[src/rtl/ps2_host_tx_pkg.sv]
// Shared definitions for the PS/2 host transmitter and its input conditioning.
package ps2_host_tx_pkg;

   // Transfer sequencing states
   typedef enum logic [2:0] {
      S_IDLE,
      S_INHIBIT,
      S_SEND,
      S_ACK,
      S_WAITIDLE,
      S_RELEASE
   } state_e;

   // Defaults for a 6 MHz clock enable
   localparam int unsigned INHIBIT_120US  = 720;
   localparam int unsigned TIMEOUT_15MS   = 90000;
   localparam int unsigned FILTER_SAMPLES = 4;

   // Frame shifted out after the start bit: {stop, parity, data[7:0]}
   localparam int unsigned FRAME_W = 10;
   typedef logic [FRAME_W-1:0] frame_t;

   // Odd parity: parity bit set when data has an even number of ones
   function automatic frame_t make_frame(input logic [7:0] b);
      return {1'b1, ~^b, b};
   endfunction

endpackage

[src/rtl/ps2_filter.sv]
// PS/2 line conditioning: 2-flop synchronisers on clock and data, plus a
// debounce on the clock line producing a filtered level and falling-edge strobe.
// The strobe is registered on ce and is meant to be consumed on the next ce tick.
module ps2_filter
   import ps2_host_tx_pkg::*;
#(
   parameter int unsigned FILTER = FILTER_SAMPLES
) (
   input  logic clock,
   input  logic reset,
   input  logic ce,
   input  logic clk_i,
   input  logic dat_i,
   output logic clk_level_o,
   output logic clk_fall_o,
   output logic dat_sync_o
);

   localparam int unsigned FCNT_W = (FILTER > 1) ? $clog2(FILTER) : 1;

   logic [1:0]        clk_sync_q;
   logic [1:0]        dat_sync_q;
   logic [FCNT_W-1:0] fcnt_q, fcnt_d;
   logic              level_q, level_d;
   logic              fall_q, fall_d;

   // Two-flop synchronisers, free-running on the system clock
   always_ff @(posedge clock or negedge reset) begin
      if (!reset) begin
         clk_sync_q <= 2'b11;
         dat_sync_q <= 2'b11;
      end else begin
         clk_sync_q <= {clk_sync_q[0], clk_i};
         dat_sync_q <= {dat_sync_q[0], dat_i};
      end
   end

   // Debounce: adopt a new clock level after FILTER consecutive differing ce samples
   always_comb begin
      level_d = level_q;
      fcnt_d  = fcnt_q;
      fall_d  = 1'b0;
      if (clk_sync_q[1] == level_q) begin
         fcnt_d = '0;
      end else if (fcnt_q == FCNT_W'(FILTER - 1)) begin
         level_d = clk_sync_q[1];
         fcnt_d  = '0;
         fall_d  = ~clk_sync_q[1];
      end else begin
         fcnt_d = fcnt_q + FCNT_W'(1);
      end
   end

   // Filter state advances only on the clock enable
   always_ff @(posedge clock or negedge reset) begin
      if (!reset) begin
         level_q <= 1'b1;
         fcnt_q  <= '0;
         fall_q  <= 1'b0;
      end else if (ce) begin
         level_q <= level_d;
         fcnt_q  <= fcnt_d;
         fall_q  <= fall_d;
      end
   end

   assign clk_level_o = level_q;
   assign clk_fall_o  = fall_q;
   assign dat_sync_o  = dat_sync_q[1];

endmodule

[src/rtl/ps2_host_tx.sv]
// PS/2 host-to-device byte transmitter. ps2ClkOe/ps2DatOe drive the open-drain
// pads at the chip boundary (pad = Oe ? 0 : Z); the pad levels come back on
// ps2Clk/ps2Dat. The keyboard receiver must ignore the bus while busy is high.
module ps2_host_tx
   import ps2_host_tx_pkg::*;
#(
   parameter int unsigned INHIBIT = INHIBIT_120US,
   parameter int unsigned TIMEOUT = TIMEOUT_15MS,
   parameter int unsigned FILTER  = FILTER_SAMPLES
) (
   input  logic       clock,
   input  logic       reset,
   input  logic       ce,
   input  logic       start,
   input  logic [7:0] data,
   input  logic       ps2Clk,
   input  logic       ps2Dat,
   output logic       ps2ClkOe,
   output logic       ps2DatOe,
   output logic       busy,
   output logic       done,
   output logic       error
);

   // One counter serves both the inhibit hold (counts up to INHIBIT) and the
   // inter-edge timeout (counts up to TIMEOUT-1)
   localparam int unsigned CNT_MAX = (TIMEOUT > INHIBIT) ? TIMEOUT : INHIBIT + 1;
   localparam int unsigned CNT_W   = $clog2(CNT_MAX);

   state_e           state_q, state_d;
   logic [CNT_W-1:0] cnt_q, cnt_d;
   frame_t           shift_q, shift_d;
   logic [3:0]       idx_q, idx_d;
   logic             clk_oe_q, clk_oe_d;
   logic             dat_oe_q, dat_oe_d;
   logic             busy_q, busy_d;
   logic             done_q, done_d;
   logic             error_q, error_d;

   logic             clk_level;
   logic             clk_fall;
   logic             dat_sync;
   logic             timeout_hit;

   ps2_filter #(
      .FILTER (FILTER)
   ) u_filter (
      .clock       (clock),
      .reset       (reset),
      .ce          (ce),
      .clk_i       (ps2Clk),
      .dat_i       (ps2Dat),
      .clk_level_o (clk_level),
      .clk_fall_o  (clk_fall),
      .dat_sync_o  (dat_sync)
   );

   assign timeout_hit = (cnt_q == CNT_W'(TIMEOUT - 1));

   // Next-state and output logic for the transfer sequencer
   always_comb begin
      state_d  = state_q;
      cnt_d    = cnt_q;
      shift_d  = shift_q;
      idx_d    = idx_q;
      clk_oe_d = clk_oe_q;
      dat_oe_d = dat_oe_q;
      busy_d   = busy_q;
      done_d   = 1'b0;
      error_d  = 1'b0;

      unique case (state_q)
         S_IDLE: begin
            busy_d   = 1'b0;
            clk_oe_d = 1'b0;
            dat_oe_d = 1'b0;
            // A start coinciding with a visible done/error pulse is not taken
            if (start && !done_q && !error_q) begin
               shift_d  = make_frame(data);
               busy_d   = 1'b1;
               clk_oe_d = 1'b1;
               cnt_d    = '0;
               idx_d    = '0;
               state_d  = S_INHIBIT;
            end
         end

         S_INHIBIT: begin
            cnt_d = cnt_q + CNT_W'(1);
            if (cnt_q == CNT_W'(INHIBIT - 1)) begin
               dat_oe_d = 1'b1;
            end
            if (cnt_q == CNT_W'(INHIBIT)) begin
               clk_oe_d = 1'b0;
               cnt_d    = '0;
               idx_d    = '0;
               state_d  = S_SEND;
            end
         end

         S_SEND, S_ACK, S_WAITIDLE: begin
            // Timeout is checked first so it wins over a simultaneous edge
            if (timeout_hit) begin
               clk_oe_d = 1'b0;
               dat_oe_d = 1'b0;
               busy_d   = 1'b0;
               error_d  = 1'b1;
               cnt_d    = '0;
               state_d  = S_IDLE;
            end else begin
               cnt_d = clk_fall ? '0 : cnt_q + CNT_W'(1);
               if (state_q == S_SEND) begin
                  if (clk_fall) begin
                     dat_oe_d = ~shift_q[0];
                     shift_d  = {1'b1, shift_q[FRAME_W-1:1]};
                     idx_d    = idx_q + 4'd1;
                     if (idx_q == 4'd9) begin
                        state_d = S_ACK;
                     end
                  end
               end else if (state_q == S_ACK) begin
                  if (clk_fall) begin
                     if (!dat_sync) begin
                        state_d = S_WAITIDLE;
                     end else begin
                        clk_oe_d = 1'b0;
                        dat_oe_d = 1'b0;
                        busy_d   = 1'b0;
                        error_d  = 1'b1;
                        state_d  = S_RELEASE;
                     end
                  end
               end else begin
                  if (clk_level && dat_sync) begin
                     busy_d  = 1'b0;
                     done_d  = 1'b1;
                     state_d = S_IDLE;
                  end
               end
            end
         end

         S_RELEASE: begin
            clk_oe_d = 1'b0;
            dat_oe_d = 1'b0;
            busy_d   = 1'b0;
            state_d  = S_IDLE;
         end

         default: begin
            clk_oe_d = 1'b0;
            dat_oe_d = 1'b0;
            busy_d   = 1'b0;
            state_d  = S_IDLE;
         end
      endcase
   end

   // Sequencer registers advance only on the clock enable
   always_ff @(posedge clock or negedge reset) begin
      if (!reset) begin
         state_q  <= S_IDLE;
         cnt_q    <= '0;
         shift_q  <= '0;
         idx_q    <= '0;
         clk_oe_q <= 1'b0;
         dat_oe_q <= 1'b0;
         busy_q   <= 1'b0;
         done_q   <= 1'b0;
         error_q  <= 1'b0;
      end else if (ce) begin
         state_q  <= state_d;
         cnt_q    <= cnt_d;
         shift_q  <= shift_d;
         idx_q    <= idx_d;
         clk_oe_q <= clk_oe_d;
         dat_oe_q <= dat_oe_d;
         busy_q   <= busy_d;
         done_q   <= done_d;
         error_q  <= error_d;
      end
   end

   assign ps2ClkOe = clk_oe_q;
   assign ps2DatOe = dat_oe_q;
   assign busy     = busy_q;
   assign done     = done_q;
   assign error    = error_q;

endmodule

[config.mk]
export PLATFORM = sky130hd
export DESIGN_NAME = ps2_host_tx
export DESIGN_NICKNAME = d
export VERILOG_FILES = /design/src/rtl/ps2_host_tx_pkg.sv /design/src/rtl/ps2_filter.sv /design/src/rtl/ps2_host_tx.sv
export SDC_FILE = /design/constraint.sdc
export NUM_CORES = 1
export LEC_CHECK = 0
export ABC_AREA = 1
export CORE_MARGIN = 10
export CORE_UTILIZATION = 64
export DETAILED_ROUTE_END_ITERATION = 16
export PLACE_DENSITY_LB_ADDON = 0.12
export SYNTH_ARGS = -nofsm -noshare
export SYNTH_HDL_FRONTEND = slang
export SYNTH_SLANG_ARGS = --single-unit
[constraint.sdc]
create_clock -name clock -period 4.42 [get_ports clock]
set_input_delay 0.663 -clock clock [delete_from_list [all_inputs] [get_ports clock]]
set_output_delay 0.663 -clock clock [all_outputs]
set_load 0.02 [all_outputs]
* Word level (Yosys, flattened, before mapping)
Index checks and enable logic that the tools add are counted.
** Operators by class
- Eq/ne operators :: 28
- Mux-type cells :: 60
- Bitwise logic cells :: 4
- Add/sub/neg operators :: 3
- Reduce and logical (&&, ||, !) cells :: 18
** Operators by type and width (number)
- 17-bit two-way mux :: 4
- 17-bit one-hot mux with 3 select lines :: 1
- 10-bit two-way mux :: 4
- 17-bit by 10-bit == test with 1-bit output (second input constant) :: 2
- 1-bit two-way mux :: 29
- 3-bit two-way mux :: 9
- 4-bit two-way mux :: 5
- 10-bit one-hot mux with 2 select lines :: 1
- 6-bit AND reduction :: 3
- 17-bit by 1-bit adder with 17-bit output (second input constant) :: 1
- 17-bit == test (second input constant) :: 1
- 4-bit by 3-bit != test with 1-bit output (second input constant) :: 4
- 7-bit AND reduction :: 2
- 4-bit != test (second input constant) :: 3
- 4-bit one-hot mux with 3 select lines :: 1
- 2-bit != test (second input constant) :: 5
- 3-bit one-hot mux with 3 select lines :: 1
- 8-bit XNOR reduction :: 1
- 3-bit by 2-bit == test with 1-bit output (second input constant) :: 2
- 3-bit by 2-bit != test with 1-bit output (second input constant) :: 2
- 3-bit != test (second input constant) :: 2
- 1-bit one-hot mux with 3 select lines :: 2
- 3-bit AND reduction :: 2
- 5-bit != test (second input constant) :: 1
- other kinds (18) :: 25
** Storage, ports and cells
- Flip-flop bits (word level) :: 47
- Input bits :: 14
- Output and inout bits :: 5
- Word-level logic and storage cells :: 127

* Logic depth before layout (Yosys ltp)
- Depth in word-level cells :: 6
- Mapped depth :: 13
- Depth with buffers taken out :: 12

* By module
Synthesis repeated with hierarchy kept, for this count alone.
** Second synthesis, totals
- Cells, all modules :: 394
- Area total of the unflattened synthesis :: 3044.2 um2
** Modules (own cells, without submodules)
- ps2_host_tx :: instances 1, sequential area each 975.9 um2, cells each 367, area an instance 2747.6 um2
- ps2_filter :: instances 1, sequential area each 206.4 um2, cells each 27, area an instance 296.5 um2

* Worst setup path after synthesis
Ideal clock, no wire load.
- Path type :: input port to flip-flop
- Start :: input port start
- End :: register cnt_q[3]
- Setup time :: 120 ps
- Slack :: 2800 ps
- Stages :: 9
- Buffers on the path :: 1
- Data required time :: 4300 ps
- Arrival :: 1500 ps
- Cell sequence :: nand3_1 > nand2_1 > nand2_1 > nor2_1 > buf_4 > inv_1 > nor2_1 > xor2_1 > nor2_1
** On the way
- Longest elaborated chain between the ends :: 4
** RTL lines
- from (decl) :: RTL line ps2_host_tx.sv:14 : input logic start,
- 1-bit logical AND (2 in a row) :: RTL line ps2_host_tx.sv:78 : if (start && !done_q && !error_q) begin
- 2-bit != test (no line)
- 3-bit AND reduction (no line)
- to (signal assigned) :: RTL line ps2_host_tx.sv:173 : cnt_q <= cnt_d;
- to (decl) :: RTL line ps2_host_tx.sv:31 : logic [CNT_W-1:0] cnt_q, cnt_d;
Every way passes these cells.
A chain may end at the register's enable or synchronous reset.

* Worst setup path after layout
- Start :: input port ce
- End :: register cnt_q[0]
** On the way
- Longest elaborated chain between the ends :: 1
** RTL lines
- from (decl) :: RTL line ps2_host_tx.sv:13 : input logic ce,
- 3-bit AND reduction (no line)
Every way passes these cells.

==> impl_metrics.csv <==
group,metric,value,unit
route,drt_iter0_drc,150,
placement,place.gp.congestion,0.918,
cts,cts_tree,"yes",
worst_setup_path,start_kind,"primary input",
worst_setup_path,cp_slowest_stage_delay,0.70,ns
grt,antenna_found_initial,0,
floorplanning,start_util,66.3,%
cts,cts_buffer_depth,2,
placement,io_buffer_count,18,
worst_setup_path,cp.arrival,2.35,ns
grt,met1_usage,21.9,%
final_layout,nets,426,
cts,clkTransAtPathRegs,0.09,ns
yosys,netlist_instances,388,
grt,grt_start_max_net_pins,48,
cts,cts_setup_buffers,0,
yosys,ys_warn_count,0,
route,postRouteAntennaNets,0,
cts,h-tree-depth,2,
yosys,synth_top_family_by_area,"simple AND/OR/NAND/NOR gates",
worst_setup_path,worstPathMaxFanout,20,
cts,insertion_delay,0.30,ns
yosys,ys_types,37,
yosys,synth_compound_area_share,9.71,%
yosys,yosys-top-cells-count,"nand2_1 (110), inv_1 (45), nor2_1 (45), dfrtp_1 (42), nand3_1 (30)",
yosys,synth.top_cell.area_share,36.4,%
cts,holdBufCountCts,0,
route,num_vias,2483,
yosys,synthAdderAreaFrac,2.17,%
grt,grt_pass1_vias,2467,
worst_setup_path,crit_type,"in -> reg",
grt,grtUsageMet3,4.12,%
yosys,synth_fp_nets,407,
yosys,synth-xor-area-share,5.16,%
timing,max_freq,0.470,GHz
cts,cts_buffers,5,
grt,grt_usage,17.0,%
final_layout,n_antenna_cell,0,
power_and_ir_drop,power.leakage,1.56,nW
floorplanning,rows,24,
route,route.detailed.vias_per_inst,5.40,
hold_path,hold_class,"reg -> reg",
yosys,ys.flop_type,"dfrtp_1",
grt,met2_usage,27.5,%
route,routedWlPerCell,13.0,µm
worst_setup_path,crit_required,4.65,ns
yosys,muxShareOfSynthArea,0,%
worst_setup_path,path_delay_family,"buffers and inverters",
floorplanning,io_pins,19,
power_and_ir_drop,cellPowerDensity,484,nW/µm²
yosys,async_reset_ff_share,100,%
final_layout,area_delta_synth_final,10.6,%
yosys,synth-seq-area-share,41.0,%
route,first_pass_iters,4,
cts,root_buffer,"clkbuf_8",
yosys,synth-edff-count,0,
timing,fin_crit_sh,48.1,%
flow_run,drv_cap,0,
route,route.detailed.drc,0,
placement,dp_hpwl,4520,µm
timing,skew,0.00574,ns
cts,clock-sinks,47,
floorplanning,die_h,87.2,µm
timing,finalHoldViolations,0,
cts,cts_resized,0,
status,outcome,"finished clean",
timing,setup_tns,0,ns
timing,max_slew_margin,33.0,%
yosys,synth_area,2890,µm²
yosys,syn-mean-instance-area,7.44,µm²
timing,finalCriticalPeriod,2.13,ns
yosys,synth_area_leaders,"dfrtp_1 (36%), nand2_1 (14%), inv_1 (5.9%)",
timing,rsz0062_at_grt,"no",
final_layout,post-route-util,73.3,%
power_and_ir_drop,ir_drop,0.351,mV
timing,tightest_slew,1.00,ns
final_layout,drive_gt1_share,11.8,%
grt,grt-busiest-layer,"met2",
timing,setup_viol,0,
timing,slew_violations,0,
yosys,synth_top_area_cell,"dfrtp_1",
floorplanning,dieArea,7600,µm²
yosys,synth.most_common_cell,"nand2_1",
floorplanning,fp.dieW,87.2,µm
worst_setup_path,crit_path_top_delay_cell,"clkdlybuf4s50_1",
power_and_ir_drop,p_total,0.00155,W
worst_setup_path,worstPathCellList,"clkdlybuf4s50_1 > nand2_1 > nor2_1 > buf_4 > nand2_1 > inv_1 > nand2_1 > a21oi_1",
final_layout,nFillCells,352,
grt,grt_pass1_wl,10700,µm
worst_setup_path,end_kind,"flip-flop",
route,wl,5990,µm
yosys,synthSimpleGateAreaFrac,32.9,%
worst_setup_path,path_buf_inv,3,
yosys,ys_seq_elements,47,
worst_setup_path,crit_top_cell,"nand2_1",
floorplanning,core_area,4350,µm²
grt,grt_overflow,0,
==> per-stage QoR <==
stage               setup slack (ns)  hold WS, ns  instance area [µm²]  std cells
global placement                2.05        0.346                 3070        452
finish                          2.29        0.362                 3190        460
global route                    2.10        0.364                 3190        460
floorplan                       2.80        0.345                 2890        388
CTS                             2.32        0.363                 3190        460
detailed placement              1.99        0.351                 3070        452
==> final cells by class <==
class                   count  area, µm²  share of cell area [%]
clock inverters             2       35.0                    1.10
inverters                  53        201                    6.31
multi-input cells         281       1440                    45.2
flip-flops and latches     47       1180                    37.0
well taps                  52       65.1                    2.04
clock buffers               6       82.6                    2.59
repair buffers             19        183                    5.72
==> placed cells by master, fill, tap and decap left out, drive strengths merged <==
master / n
a21oi: 8
a31oi: 3
a41oi: 1
and2: 1
buf: 2
bufinv: 1
clkbuf: 6
clkdlybuf4s50: 17
clkinv: 2
dfrtp: 42
dfstp: 5
ha: 5
inv: 52
nand2: 121
nand3: 31
nand4: 5
nor2: 48
nor3: 4
nor3b: 1
o21ai: 27
o22ai: 7
or2: 2
xnor2: 6
xor2: 11
==> registers in the layout, summed over array words and instances (netlist names) <==
register and count:
u_filter.clk_sync_q 2, busy 1, idx_q 4, cnt_q 17, state_q 3, ps2DatOe 1, u_filter.dat_sync_q 2, error 1
shift_q 10, done 1, u_filter.fcnt_q 2, u_filter.clk_level_o 1, ps2ClkOe 1, u_filter.clk_fall_o 1
==> per-layer routing <==
metal  wire length (µm)  share of wire, %  up-vias
met4                 65               1.1        0
met3                353               5.9        8
li1                   -                 -     1263
met2               2820                47       67
met1               2750                46     1145
met5                  0                 0        -
==> power breakdown <==
group	total, W	switching [W]	internal, W	leakage [nW]
registers	0.000578	0.0000538	0.000524	0.610
logic	0.000638	0.000421	0.000217	0.889
clock network	0.000330	0.000147	0.000183	0.0612
==> worst register-to-register path: cells and delay by family, from the launching register on <==
kind,cells,cell delay [ns]
flops,1,0.44
compound gates,2,0.39
simple gates,6,0.89
buf+inv,1,0.20
==> cell families after synthesis <==
kind of cell | count (synthesis)
compound gates | 46
xor+xnor | 17
fa+ha+maj | 5
buf+inv | 60
flops | 47
simple gates | 213
==> path summary, 6_finish.rpt <==
kind / start / to / cells past startpoint / slack (ns)
min in group asynchronous: reset / cnt_q[14] / 1 / 0.52
setup reg to reg: state_q[0] / shift_q[1] / 9 / 2.45
max in group asynchronous: reset / busy / 1 / 3.28
setup / recovery: ce / cnt_q[0] / 8 / 2.29
hold / removal: u_filter.clk_sync_q[0] / u_filter.clk_sync_q[1] / 0 / 0.36
hold reg to reg: u_filter.clk_sync_q[0] / u_filter.clk_sync_q[1] / 0 / 0.36
Note: power is estimated with default switching activity, not from simulation.
